===== config.mk =====
export PLATFORM = sky130hd
export DESIGN_NAME = seq_mul_n
export DESIGN_NICKNAME = d
export VERILOG_FILES = /design/src/rtl/seq_mul_n.sv
export SDC_FILE = /design/constraint.sdc
export NUM_CORES = 1
export LEC_CHECK = 0
export CORE_MARGIN = 1.5
export CORE_UTILIZATION = 50
export DETAILED_ROUTE_END_ITERATION = 10
export PLACE_DENSITY_LB_ADDON = 0.3
export SYNTH_ARGS = -nofsm -noshare
export SYNTH_HDL_FRONTEND = slang
export SYNTH_SLANG_ARGS = --single-unit
export TNS_END_PERCENT = 50

===== constraint.sdc =====
create_clock -name clk -period 2.7 [get_ports clk]
set_input_delay 0.405 -clock clk [delete_from_list [all_inputs] [get_ports clk]]
set_output_delay 0.405 -clock clk [all_outputs]
set_load 0.02 [all_outputs]

===== src/rtl/seq_mul_n.sv =====
// seq_mul_n: parametrised shift-add sequential multiplier, W-bit a x b -> 2W-bit op,
// one multiplier bit per clock, optional two's complement mode, busy/done handshake.
module seq_mul_n #(
  parameter int W         = 4,
  parameter bit SIGNED_EN = 1'b1
) (
  input  logic           clk,
  input  logic           rst,
  input  logic           start,
  input  logic           signed_mode,
  input  logic [W-1:0]   a,
  input  logic [W-1:0]   b,
  output logic           busy,
  output logic           done,
  output logic [2*W-1:0] op
);

  localparam int CW = $clog2(W + 1);

  typedef enum logic [1:0] {IDLE, RUN, DONE} state_t;

  state_t         state;
  logic [2*W-1:0] mcand;   // multiplicand, pre-shifted to the weight of the current multiplier bit
  logic [2*W-1:0] acc;
  logic [W-1:0]   mult;
  logic [CW-1:0]  cnt;
  logic           neg;

  logic           mode_s;
  logic [W-1:0]   mag_a;
  logic [W-1:0]   mag_b;
  logic [2*W-1:0] addend;
  logic [2*W-1:0] sum;

  // Operand magnitudes at start, and the partial-product sum for the current RUN step
  always_comb begin
    mode_s = signed_mode & SIGNED_EN;
    mag_a  = (mode_s && a[W-1]) ? -a : a;
    mag_b  = (mode_s && b[W-1]) ? -b : b;
    addend = mult[0] ? mcand : '0;
    sum    = acc + addend;
  end

  // Control FSM and datapath; the shifting mcand register replaces mcand<<(W-cnt)
  always_ff @(posedge clk) begin
    if (rst) begin
      state <= IDLE;
      mcand <= '0;
      acc   <= '0;
      mult  <= '0;
      cnt   <= '0;
      neg   <= 1'b0;
      busy  <= 1'b0;
      done  <= 1'b0;
      op    <= '0;
    end else begin
      case (state)
        IDLE, DONE: begin
          done <= 1'b0;
          if (start) begin
            mcand <= {{W{1'b0}}, mag_a};
            mult  <= mag_b;
            neg   <= mode_s & (a[W-1] ^ b[W-1]);
            acc   <= '0;
            cnt   <= CW'(W);
            busy  <= 1'b1;
            state <= RUN;
          end else begin
            state <= IDLE;
          end
        end
        RUN: begin
          acc   <= sum;
          mcand <= mcand << 1;
          mult  <= mult >> 1;
          cnt   <= cnt - 1'b1;
          if (cnt == CW'(1)) begin
            op    <= neg ? -sum : sum;
            busy  <= 1'b0;
            done  <= 1'b1;
            state <= DONE;
          end
        end
        default: state <= IDLE;
      endcase
    end
  end

endmodule

======== After elaboration in Yosys (flattened, before gate mapping) ========
Cells that the tools add are included.
cells by class
  add/subtract/negate cells ............... 5
  equal/unequal tests ..................... 5
  muxes and demuxes ....................... 20
  bitwise gates (word level) .............. 2
  reduce and logical (&&, ||, !) cells .... 10
operator list
  cell                                                                    number
  8-bit two-way mux                                                       4
  8-bit case mux with 2 select lines                                      2
  4-bit two-way mux                                                       3
  8-bit adder                                                             1
  4-bit negator                                                           2
  8-bit negator                                                           1
  4-bit case mux with 2 select lines                                      1
  2-bit AND reduction                                                     4
  3-bit case mux with 2 select lines                                      1
  1-bit two-way mux                                                       4
  2-bit != test (second input constant)                                   2
  1-bit case mux with 2 select lines                                      2
  2-bit case mux with 2 select lines                                      1
  3-bit by 1-bit equality test with 1-bit output (second input constant)  1
  3-bit two-way mux                                                       1
  3-bit AND reduction                                                     1
  3-bit by 1-bit subtractor with 3-bit output (second input constant)     1
  2-bit by 1-bit equality test with 1-bit output (second input constant)  1
  2-bit equality test (second input constant)                             1
  1-bit logical AND                                                       2
  2-bit zero test                                                         1
  2-bit two-way mux                                                       1
  2-bit nonzero test                                                      1
  2-bit OR reduction                                                      1
  other kinds (2)                                                         2
word-level totals
  register bits ........................... 36
  input bits .............................. 12
  output and inout port bits .............. 10

======== Depth between registers and ports, before layout ========
Gate-level depths: netlist of run 1.
  depth in word-level cells ............... 4
  gate-level depth with buffers ........... 9
  gate-level depth less buffers ........... 9

======== Worst setup path before layout of run 1 ========
OpenSTA, ideal clock, no wires.
  path kind ............................... reg2reg
  start point ............................. register mult[0]
  end point ............................... register op[7]
  setup time .............................. 0.059 ns
  arrival ................................. 2.617 ns
  data required time ...................... 2.641 ns
  slack ................................... 0.025 ns
  stages on the path, launching flop included .. 10
  path buffers ............................ 0
  cells stage by stage .................... dfxtp_1 -> and2_1 -> ha_1 -> fa_1 -> a211oi_2 -> nor4b_1 -> or4_4 -> o31ai_2 -> mux2_2 -> nand2_1
on the way
  longest elaborated chain between the ends .. 4
ends and longest elaborated chain
  item                    RTL line  RTL
  from (decl)             25        logic [W-1:0] mult;
  from (signal assigned)  62        mult <= mag_b;
  from (signal assigned)  75        mult <= mult >> 1;
  8-bit two-way mux *     40        addend = mult[0] ? mcand : '0;
  8-bit adder *           41        sum = acc + addend;
  8-bit negator           78        op <= neg ? -sum : sum;
  8-bit two-way mux *     78
  to (signal assigned)    78
  to (decl)               15        output logic [2*W-1:0] op
Mark *: on every way between the ends. The rest lies on a longest branch, timed or not.
A chain may end at the register's enable or synchronous reset.

======== Worst setup path after layout of run 1 ========
  start point ............................. register mcand[0]
  end point ............................... register op[7]
on the way
  longest elaborated chain between the ends .. 4
ends and longest elaborated chain
  item                    RTL line  RTL
  from (decl)             23        logic [2*W-1:0] mcand;
  from (signal assigned)  61        mcand <= {{W{1'b0}}, mag_a};
  from (signal assigned)  74        mcand <= mcand << 1;
  8-bit two-way mux *     40
  8-bit adder *           41
  8-bit negator           78
  8-bit two-way mux *     78
Marked as above.

==> run_results.csv, run 1 <==
group,metric,value,unit
status,outcome,"completed",
pwr,combPwrFrac,10.9,%
sta,clock.fmax,391.0,MHz
sta,period_share,94.72,%
synthesis,synth-xor-area-share,5.736,%
die,core.rowCount,22,
die,coreArea,0.003716,mm²
synthesis,synth_compound_area_share,22.24,%
critical_path,ff2ff_setup_slack,0.14,ns
placed_design,placed_cell_area,0.002255,mm²
synthesis,yosysWarnings,0,
clock_tree,post_cts_buffers,0,
clock_tree,cts_sinks,36,
clock_tree,clkLatencyLatePin,0.29,ns
critical_path,r2r-end,"op[7]",
run,cap_violations,0,
placed_design,place.gp.congestion,0.8973,
worst_hold_path,worstHoldPathCells,2,
critical_path,endpoint_kind,"flop",
detailed_routing,drt-total-wl,3879,µm
die,floorplan.initialDensity,52.83,%
sta,drv_slew,0,
global_route,grt_overflow,0,
cells_and_area,fin_area,0.002419,mm²
synthesis,synth_edf_count,0,
detailed_routing,drc_errors,0,
die,fp.dieW,65.66,µm
sta,worstMarginPinSlew,0.7368,ns
pwr,p_seq_share,41.1,%
pwr,p_clk_share,48.0,%
global_route,grt_pass1_wl,6900,µm
synthesis,ys_seq_elements,36,
clock_tree,clk_pin_slew_worst_paths,0.07,ns
detailed_routing,firstDrtPassIters,5,
detailed_routing,num_vias,1674,
die,ioPinCount,22,
critical_path,cp_cell_sequence,"and2_1, ha_2, fa_2, a211oi_2, nor4b_1, or4_4, o31ai_2, mux2_2, nand2_1",
critical_path,worstPathArrival,2.79,ns
global_route,antenna_found_initial,0,
global_route,grt_max_degree,37,
pwr,swShare,21.63,%
critical_path,cp_slowest_cell,"or4_4",
pwr,power_density,568.5,mW/mm²
cells_and_area,antenna_cells,0,
clock_tree,cts_buffer_depth,2,
clock_tree,cts_htree_levels,2,
synthesis,synthDistinctLibCells,46,
clock_tree,numCtsBuffers,5,
worst_hold_path,worstHoldPathType,"reg -> reg",
critical_path,slowest_delay,0.52,ns
cells_and_area,finalNonFillerCells,307,
placed_design,dp_cells,299,
placed_design,hpwl,2864,µm
synthesis,synth_ff_type,"dfxtp_1",
sta,fin_tns_setup,0,ns
sta,slew-limit-headroom,50.70,%
pwr,max-vdd-ir-drop,0.3242,mV
global_route,grt_pass1_vias,1581,
sta,min_period,2.558,ns
synthesis,ys_seq_area_share,36.71,%
critical_path,worstPathRequired,2.94,ns
sta,fin_worst_skew,0.004288,ns
sta,finalSetupViolCount,0,
critical_path,reg2reg_from,"mcand[0]",
pwr,power.leakage,0.9860,nW
die,die_area,0.004311,mm²
detailed_routing,vias_per_cell,5.453,
cells_and_area,final_nets,283,
synthesis,synth_nets,258,
clock_tree,cts_tree,"built",
pwr,power,1.375,mW
die,die_h,65.66,µm
critical_path,crit_fanout,3,
detailed_routing,detail-route-antenna-nets,0,
sta,rsz0062_at_grt,"no",
critical_path,critPathKind,"reg -> reg",
worst_hold_path,hold_end,"op[2]",
synthesis,synth_fa_ha_area_share,8.668,%
critical_path,r2r_cells,9,
pwr,power.switching,297.3,µW
synthesis,synthSimpleGateAreaFrac,20.78,%
sta,finalHoldViolCount,0,
detailed_routing,wl_per_cell,12.64,µm
pwr,p_int,1.078,mW
critical_path,start_kind,"flop",
worst_hold_path,worstHoldStart,"op[2]",
synthesis,synth-async-reset-ratio,0,%
clock_tree,cts-root-buf,"clkbuf_8",
synthesis,synthCells,233,
cells_and_area,areaGrowthSynthToFinish,23.20,%
detailed_routing,drtIter0Drc,105,
synthesis,syn_area_per_cell,8.425,µm²
synthesis,synthMuxAreaShare,1.593,%
cells_and_area,drive_gt1_share,11.58,%
global_route,grt_usage,20.66,%
synthesis,syn_area,0.001963,mm²
placed_design,io_buffers,21,
synthesis,synth_top_family_by_area,"compound AO/OA/AOI/OAI gates",
[through the flow]
stage | setup WS [ns] | utilization (%) | hold WS, ns
after global routing | 0.02737 | 65.08 | 0.4988
after global placement | 0.07265 | 60.67 | 0.4378
final | 0.1425 | 65.08 | 0.4618
after CTS | 0.01741 | 64.95 | 0.4631
after floorplan | 0.02466 | - | 0.4488
after detailed placement | 0.03857 | 60.67 | 0.4504
[power by group through the flow]
| stage | registers (mW) | logic, mW | clock network, mW |
|---|---|---|---|
| floorplan | 0.579 | 0.0913 | 0 |
| global placement | 0.577 | 0.147 | 0 |
| detailed placement | 0.578 | 0.149 | 0 |
| CTS | 0.565 | 0.150 | 0.669 |
| global route | 0.568 | 0.169 | 0.695 |
| finish | 0.565 | 0.150 | 0.660 |
[registers in the layout, indices dropped and copies added (netlist names), 2 cells and up]
signal,cells
state,2
op,8
acc,8
cnt,3
mult,4
mcand,8
[worst max-delay path, delay by kind of cell (launching register included)]
family / cells / cell delay [ns]
flip-flops: 1 / 0.33
AO/OA/AOI/OAI: 2 / 0.45
AND/OR/NAND/NOR: 4 / 0.82
multiplexers: 1 / 0.36
adder cells (fa/ha/maj): 2 / 0.55
[cell usage in the layout, fill, tap and decap left out, types with 5 or more instances in the layout]
cell,count
nand3_1,5
dfxtp_1,36
buf_4,9
and2_1,7
nor2_1,36
inv_1,10
a21oi_1,19
clkbuf_8,5
a22oi_1,16
xor2_1,9
nand2b_1,5
ha_1,11
nand2_1,20
a211oi_1,5
clkdlybuf4s50_1,21
[routing by layer]
layer | vias to the layer above | GRT usage [%] | wire [µm]
met2 | 27 | 33.21 | 1779
met1 | 777 | 26.60 | 1914
met5 | - | 0 | 0
met3 | 7 | 5.137 | 120
li1 | 863 | - | -
met4 | 0 | 7.813 | 64
[final cells by class]
cell class                 count  area [µm²]
sequential                    36       720.7
timing repair buffer          30       277.8
fill                         315        1297
inverter                      10       37.54
clock inverter                 3       90.09
clock buffer                   5       68.82
tap                           48       60.06
multi-input combinational    175        1164
[synth_stat cells, types with 2 or more instances]
cell type | number | share of area, %
o21ai_1 | 3 | 0.76
nor3_1 | 2 | 0.51
xnor2_1 | 2 | 0.89
clkbuf_1 | 10 | 1.9
inv_1 | 10 | 1.9
ha_1 | 12 | 7.6
a211oi_1 | 5 | 1.9
a221oi_2 | 2 | 1.5
xor2_1 | 9 | 4.0
nor2_1 | 36 | 6.9
a21oi_1 | 19 | 4.8
a22oi_1 | 16 | 6.1
nand2_1 | 20 | 3.8
dfxtp_1 | 36 | 37
o31ai_1 | 2 | 0.76
nor2b_1 | 2 | 0.64
mux2i_1 | 2 | 1.0
and2_1 | 7 | 2.2
nand2b_1 | 5 | 1.6
a21o_1 | 2 | 0.76
a221oi_1 | 2 | 0.89
nand3_1 | 5 | 1.3
[worst max-delay path by stage]
stage	from	cells past startpoint	endpoint	slack, ns
global placement	mcand[0]	9	op[7]	0.07
detailed placement	mcand[0]	9	op[7]	0.04
global route	mcand[0]	9	op[7]	0.03
CTS	mcand[0]	9	op[7]	0.02
finish	mcand[0]	9	op[7]	0.14
floorplan	mult[0]	9	op[7]	0.02
[cell families after synthesis]
logic type      count (synthesis)
buf+inv                        22
compound gates                 60
xor+xnor                       12
simple gates                   87
mux                             3
flops                          36
fa+ha+maj                      13
[what timing repair did]
item,in CTS,in global routing
setup endpoints to repair,0,2
resized for setup,0,2
hold buffers,0,0
Note: power is estimated with default switching activity, not from simulation.
==> run 2: changes to the inputs <==
- REMOVE_ABC_BUFFERS: not set -> 1
==> run 2 against run 1 <==
Net effect: non-clock buffer count increased by 3; cell area increased by 1.1%; cell count increased by 0.98%; sequential power about the same; sequential share of layout area decreased by 0.27 points; wire length increased by 5.3%; power decreased by 14%; setup slack got worse by 0.062 ns; flip-flop and latch count unchanged; combinational power increased by 3%; first-iteration DRC count increased by 15%.
==> run_results.csv, run 2 (synthesized netlist as in run 1, its figures left out) <==
group,metric,value,unit
status,outcome,"completed",
global_route,grt_overflow,0,
cells_and_area,final_nets,286,
critical_path,worstPathArrival,2.85,ns
clock_tree,clk_pin_slew_worst_paths,0.08,ns
global_route,grt_usage,20.91,%
sta,fin_worst_skew,0.01154,ns
cells_and_area,antenna_cells,0,
worst_hold_path,worstHoldStart,"op[2]",
sta,clock.fmax,381.8,MHz
cells_and_area,areaGrowthSynthToFinish,24.54,%
global_route,grt_max_degree,37,
placed_design,preCtsSetupSlack,0.01611,ns
detailed_routing,num_vias,1712,
critical_path,worstPathRequired,2.93,ns
clock_tree,cts_hold_buf,0,
placed_design,dp_cells,300,
critical_path,r2r_cells,9,
clock_tree,cts-root-buf,"clkbuf_8",
detailed_routing,detail-route-antenna-nets,0,
detailed_routing,drtIter0Drc,121,
global_route,grt_pass1_vias,1526,
placed_design,place.gp.congestion,0.8625,
cells_and_area,reg_top3,"acc (8), mcand (8), op (8)",
pwr,max-vdd-ir-drop,0.3368,mV
clock_tree,cts_htree_levels,2,
die,die_h,65.66,µm
placed_design,hpwl,2807,µm
sta,worstMarginPinSlew,0.6613,ns
pwr,power.leakage,0.9915,nW
global_route,antenna_found_initial,0,
critical_path,crit_start,"mcand[0]",
die,coreArea,0.003716,mm²
critical_path,start_kind,"flop",
clock_tree,cts_tree,"built",
clock_tree,clkLatencyLatePin,0.29,ns
cells_and_area,finalNonFillerCells,310,
critical_path,ff2ff_setup_slack,0.08,ns
pwr,power_density,484.6,mW/mm²
sta,min_period,2.619,ns
worst_hold_path,worstHoldPathCells,2,
sta,finalSetupViolCount,0,
sta,fin_ws,0.08080,ns
run,cap_violations,0,
placed_design,io_buffers,21,
die,core.rowCount,22,
detailed_routing,drt-total-wl,4085,µm
die,floorplan.initialDensity,52.83,%
global_route,grt_pass1_wl,7044,µm
worst_hold_path,worstHoldPathType,"reg -> reg",
critical_path,r2r-end,"op[7]",
detailed_routing,drc_errors,0,
detailed_routing,wl_per_cell,13.18,µm
clock_tree,cts_buffer_depth,2,
cells_and_area,fin_util,65.79,%
clock_tree,numCtsBuffers,5,
critical_path,crit_fanout,3,
clock_tree,cts_sinks,36,
cells_and_area,drive_gt1_share,14.12,%
worst_hold_path,hold_end,"op[2]",
critical_path,endpoint_kind,"flop",
sta,drv_slew,0,
cells_and_area,layout_commonest_cell,"nor2_1",
die,ioPinCount,22,
sta,slew-limit-headroom,55.75,%
die,fp.dieW,65.66,µm
die,die_area,0.004311,mm²
sta,finalHoldViolCount,0,
detailed_routing,firstDrtPassIters,4,
sta,period_share,97.01,%
detailed_routing,vias_per_cell,5.523,
critical_path,reg2reg_from,"mcand[0]",
critical_path,critPathKind,"reg -> reg",
cells_and_area,layout_common_cells,"36 x nor2_1, 35 x dfxtp_1, 21 x clkdlybuf4s50_1",
## run 2: repair_timing
action / in CTS / in global routing
setup endpoints to repair: 1 / 1
pin swaps: 0 / 5
gates resized for setup: 1 / 10
buffers inserted: 0 / 2
## run 2: layout make-up
class / instances / area [µm²]
sequential: 36 / 721.9
timing repair buffer: 33 / 300.3
fill: 333 / 1271
multi-input combinational: 175 / 1217
inverter: 10 / 37.54
clock buffer: 6 / 72.57
tap: 48 / 60.06
clock inverter: 2 / 35.03
## run 2: stage by stage
step / hold slack, ns / area (µm²) / setup TNS, ns / power (mW)
floorplan: 0.4428 / 1917 / 0 / 0.6580
global placement: 0.4401 / 2262 / 0 / 0.7251
detailed placement: 0.4446 / 2262 / 0 / 0.7276
CTS: 0.4543 / 2372 / 0 / 1.187
global route: 0.4820 / 2445 / -0.01067 / 1.241
finish: 0.4538 / 2445 / 0 / 1.185
## run 2: critical path, cell delays in order, from the launching register on
cell and delay [ns]:
dfxtp_2 0.32, and2_1 0.16, ha_2 0.19, fa_2 0.39, a211oi_4 0.27, nor4b_2 0.08
or4_4 0.58, o31ai_4 0.20, mux2_4 0.32, nand2_1 0.05
## run 2: power breakdown
part	internal (mW)	switching, mW
Combinational	0.0663	0.0873
Sequential	0.551	0.0145
Clock	0.274	0.192
## run 2: worst max-delay path by stage
stage | endpoint | slack [ns]
after floorplan | op[7] | 0.02
after global placement | op[7] | 0.06
after detailed placement | op[7] | 0.02
after CTS | op[7] | 0.04
after global routing | op[7] | -0.01
final | op[7] | 0.08
## run 2: per-layer routing
| layer | wire length, µm | GRT usage [%] |
|---|---|---|
| met1 | 2040 | 29.14 |
| met2 | 1824 | 31.82 |
| met3 | 162 | 5.137 |
| met4 | 57 | 6.250 |
| met5 | 0 | 0 |
==> RTL change, RTL diff (config.mk and constraints of run 1) <==
`W`: 4 -> 16.
--- a/src/rtl/seq_mul_n.sv
+++ b/src/rtl/seq_mul_n.sv
@@ -1,7 +1,7 @@
 // seq_mul_n: parametrised shift-add sequential multiplier, W-bit a x b -> 2W-bit op,
 // one multiplier bit per clock, optional two's complement mode, busy/done handshake.
 module seq_mul_n #(
-  parameter int W         = 4,
+  parameter int W         = 16,
   parameter bit SIGNED_EN = 1'b1
 ) (
   input  logic           clk,
Ports: changed (resized a, b and op); port bits go from 22 to 70. The function was not compared with the original's and may differ.
==> RTL change against run 1 <==
Setup slack worse by 1.3 ns. The flow now finishes with violations (setup timing). Area after synthesis grew to 4.0 times the old value. Synthesized cell count grew to 4.4 times the old value. Design area grew to 5.0 times the old value. Sequential cell count is 86 higher. Power grew to 3.7 times the old value. Utilization is 14 points higher. Fmax is 33% lower. Global-route usage is 11 points higher. Clock power grew to 3.5 times the old value. Die area grew to 3.9 times the old value. Routed wire length grew to 7.0 times the old value.
==> RTL change: results <==
run_status:
  status: "complete, but fails checks"
  violations: "setup timing"
setup_path:
  r2r-start: "mult[0]$_SDFFE_PP0P_"
  slowest_stage: "a221o_2"
  crit_end: "op[25]$_SDFFE_PP0P_"
  crit_family: "compound AO/OA/AOI/OAI gates"
  reg2reg_depth: 14
  cp_max_fo: 4
  worstPathArrival_ns: 4.10
clock_tree:
  cts_resized: 107
  clk_latency_ns: 0.43
  cts_root_buffer: "clkbuf_16"
  post_cts_buffers: 21
  htree_levels: 4
  cts_buffers: 17
logic_synthesis:
  syn_area_mm2: 0.007935
  syn_area_per_cell_um2: 7.787
  ys_top_cells_by_count: "nor2_1 (140), dfxtp_1 (122), nand2_1 (97), a21oi_1 (78), a22oi_1 (77)"
  synth_seq_cells: 122
  synth_compound_area_frac: 0.2651
  synth.distinct_cells: 67
  synthAdderAreaFrac: 0.05929
  yosys-top-cells-area: "dfxtp_1 (31%), a22oi_1 (7.3%), nor2_1 (6.6%)"
  ys_seq_area_frac: 0.3078
  synth_nets: 1092
  synthMuxAreaShare: 0.008830
detailed_routing:
  drtIter0Drc: 844
  via_count: 8899
  viasPerCell: 5.870
  wire_per_inst_um: 17.80
finish:
  nFillCells: 944
  multi_input_area_share: 0.5012
  drive_gt1_frac: 0.3341
  inverters: 15
  clockBufferCount: 19
  signal_buffers: 320
  buf_share: 0.2218
  seq_share: 0.2014
  top_regs: "acc x32, mcand x32, op x32"
  nNetsFinal: 1365
  multi_input_gates: 816
timing:
  finalSetupViolCount: 46
  finClkSkew_ns: 0.009886
  setup_tns_ns: -25.82
  fin_hold_ws_ns: 0.4565
  tightest_slew_ns: 0.7016
  setup_ws_ns: -1.127
grt:
  grt_pass1_wl_um: 41700
  grt_usage: 0.3178
  grt_pass1_vias: 8428
  grt_max_degree: 68
place:
  post-dp-hpwl_um: 17150
  place_congestion: 0.9806
  placed_cell_area_mm2: 0.01048
  dp_cells: 1454
  portBuffers: 69
pwr:
  irDropWorstVdd_v: 0.0004987
  p_leak_nw: 4.839
  cellPowerDensity_mw_per_mm2: 416.3
[RTL change: cell count changes after synthesis, sizes merged, moves of 36 or more]
| cell | run 1 | this run |
|---|---|---|
| nand2 | 20 | 97 |
| a21oi | 19 | 78 |
| clkbuf | 10 | 59 |
| nor2 | 36 | 140 |
| and2 | 7 | 43 |
| a22oi | 16 | 77 |
| dfxtp | 36 | 122 |
| o21ai | 4 | 49 |
[RTL change: per-layer routing]
| layer | vias to the layer above | GRT usage | wire, um |
|---|---|---|---|
| met3 | 82 | 0.06528 | 2116 |
| met2 | 398 | 0.5256 | 12770 |
| met4 | 0 | 0.1117 | 870 |
| met5 | - | 0 | 0 |
| met1 | 4193 | 0.4122 | 11230 |
| li1 | 4226 | - | - |
[RTL change: report_power, final]
group | total [mW] | internal, mW | leakage (nW) | switching [mW]
clock | 2.29 | 1.41 | 0.282 | 0.883
combinational | 0.852 | 0.383 | 3.57 | 0.469
sequential | 1.91 | 1.87 | 0.990 | 0.0398
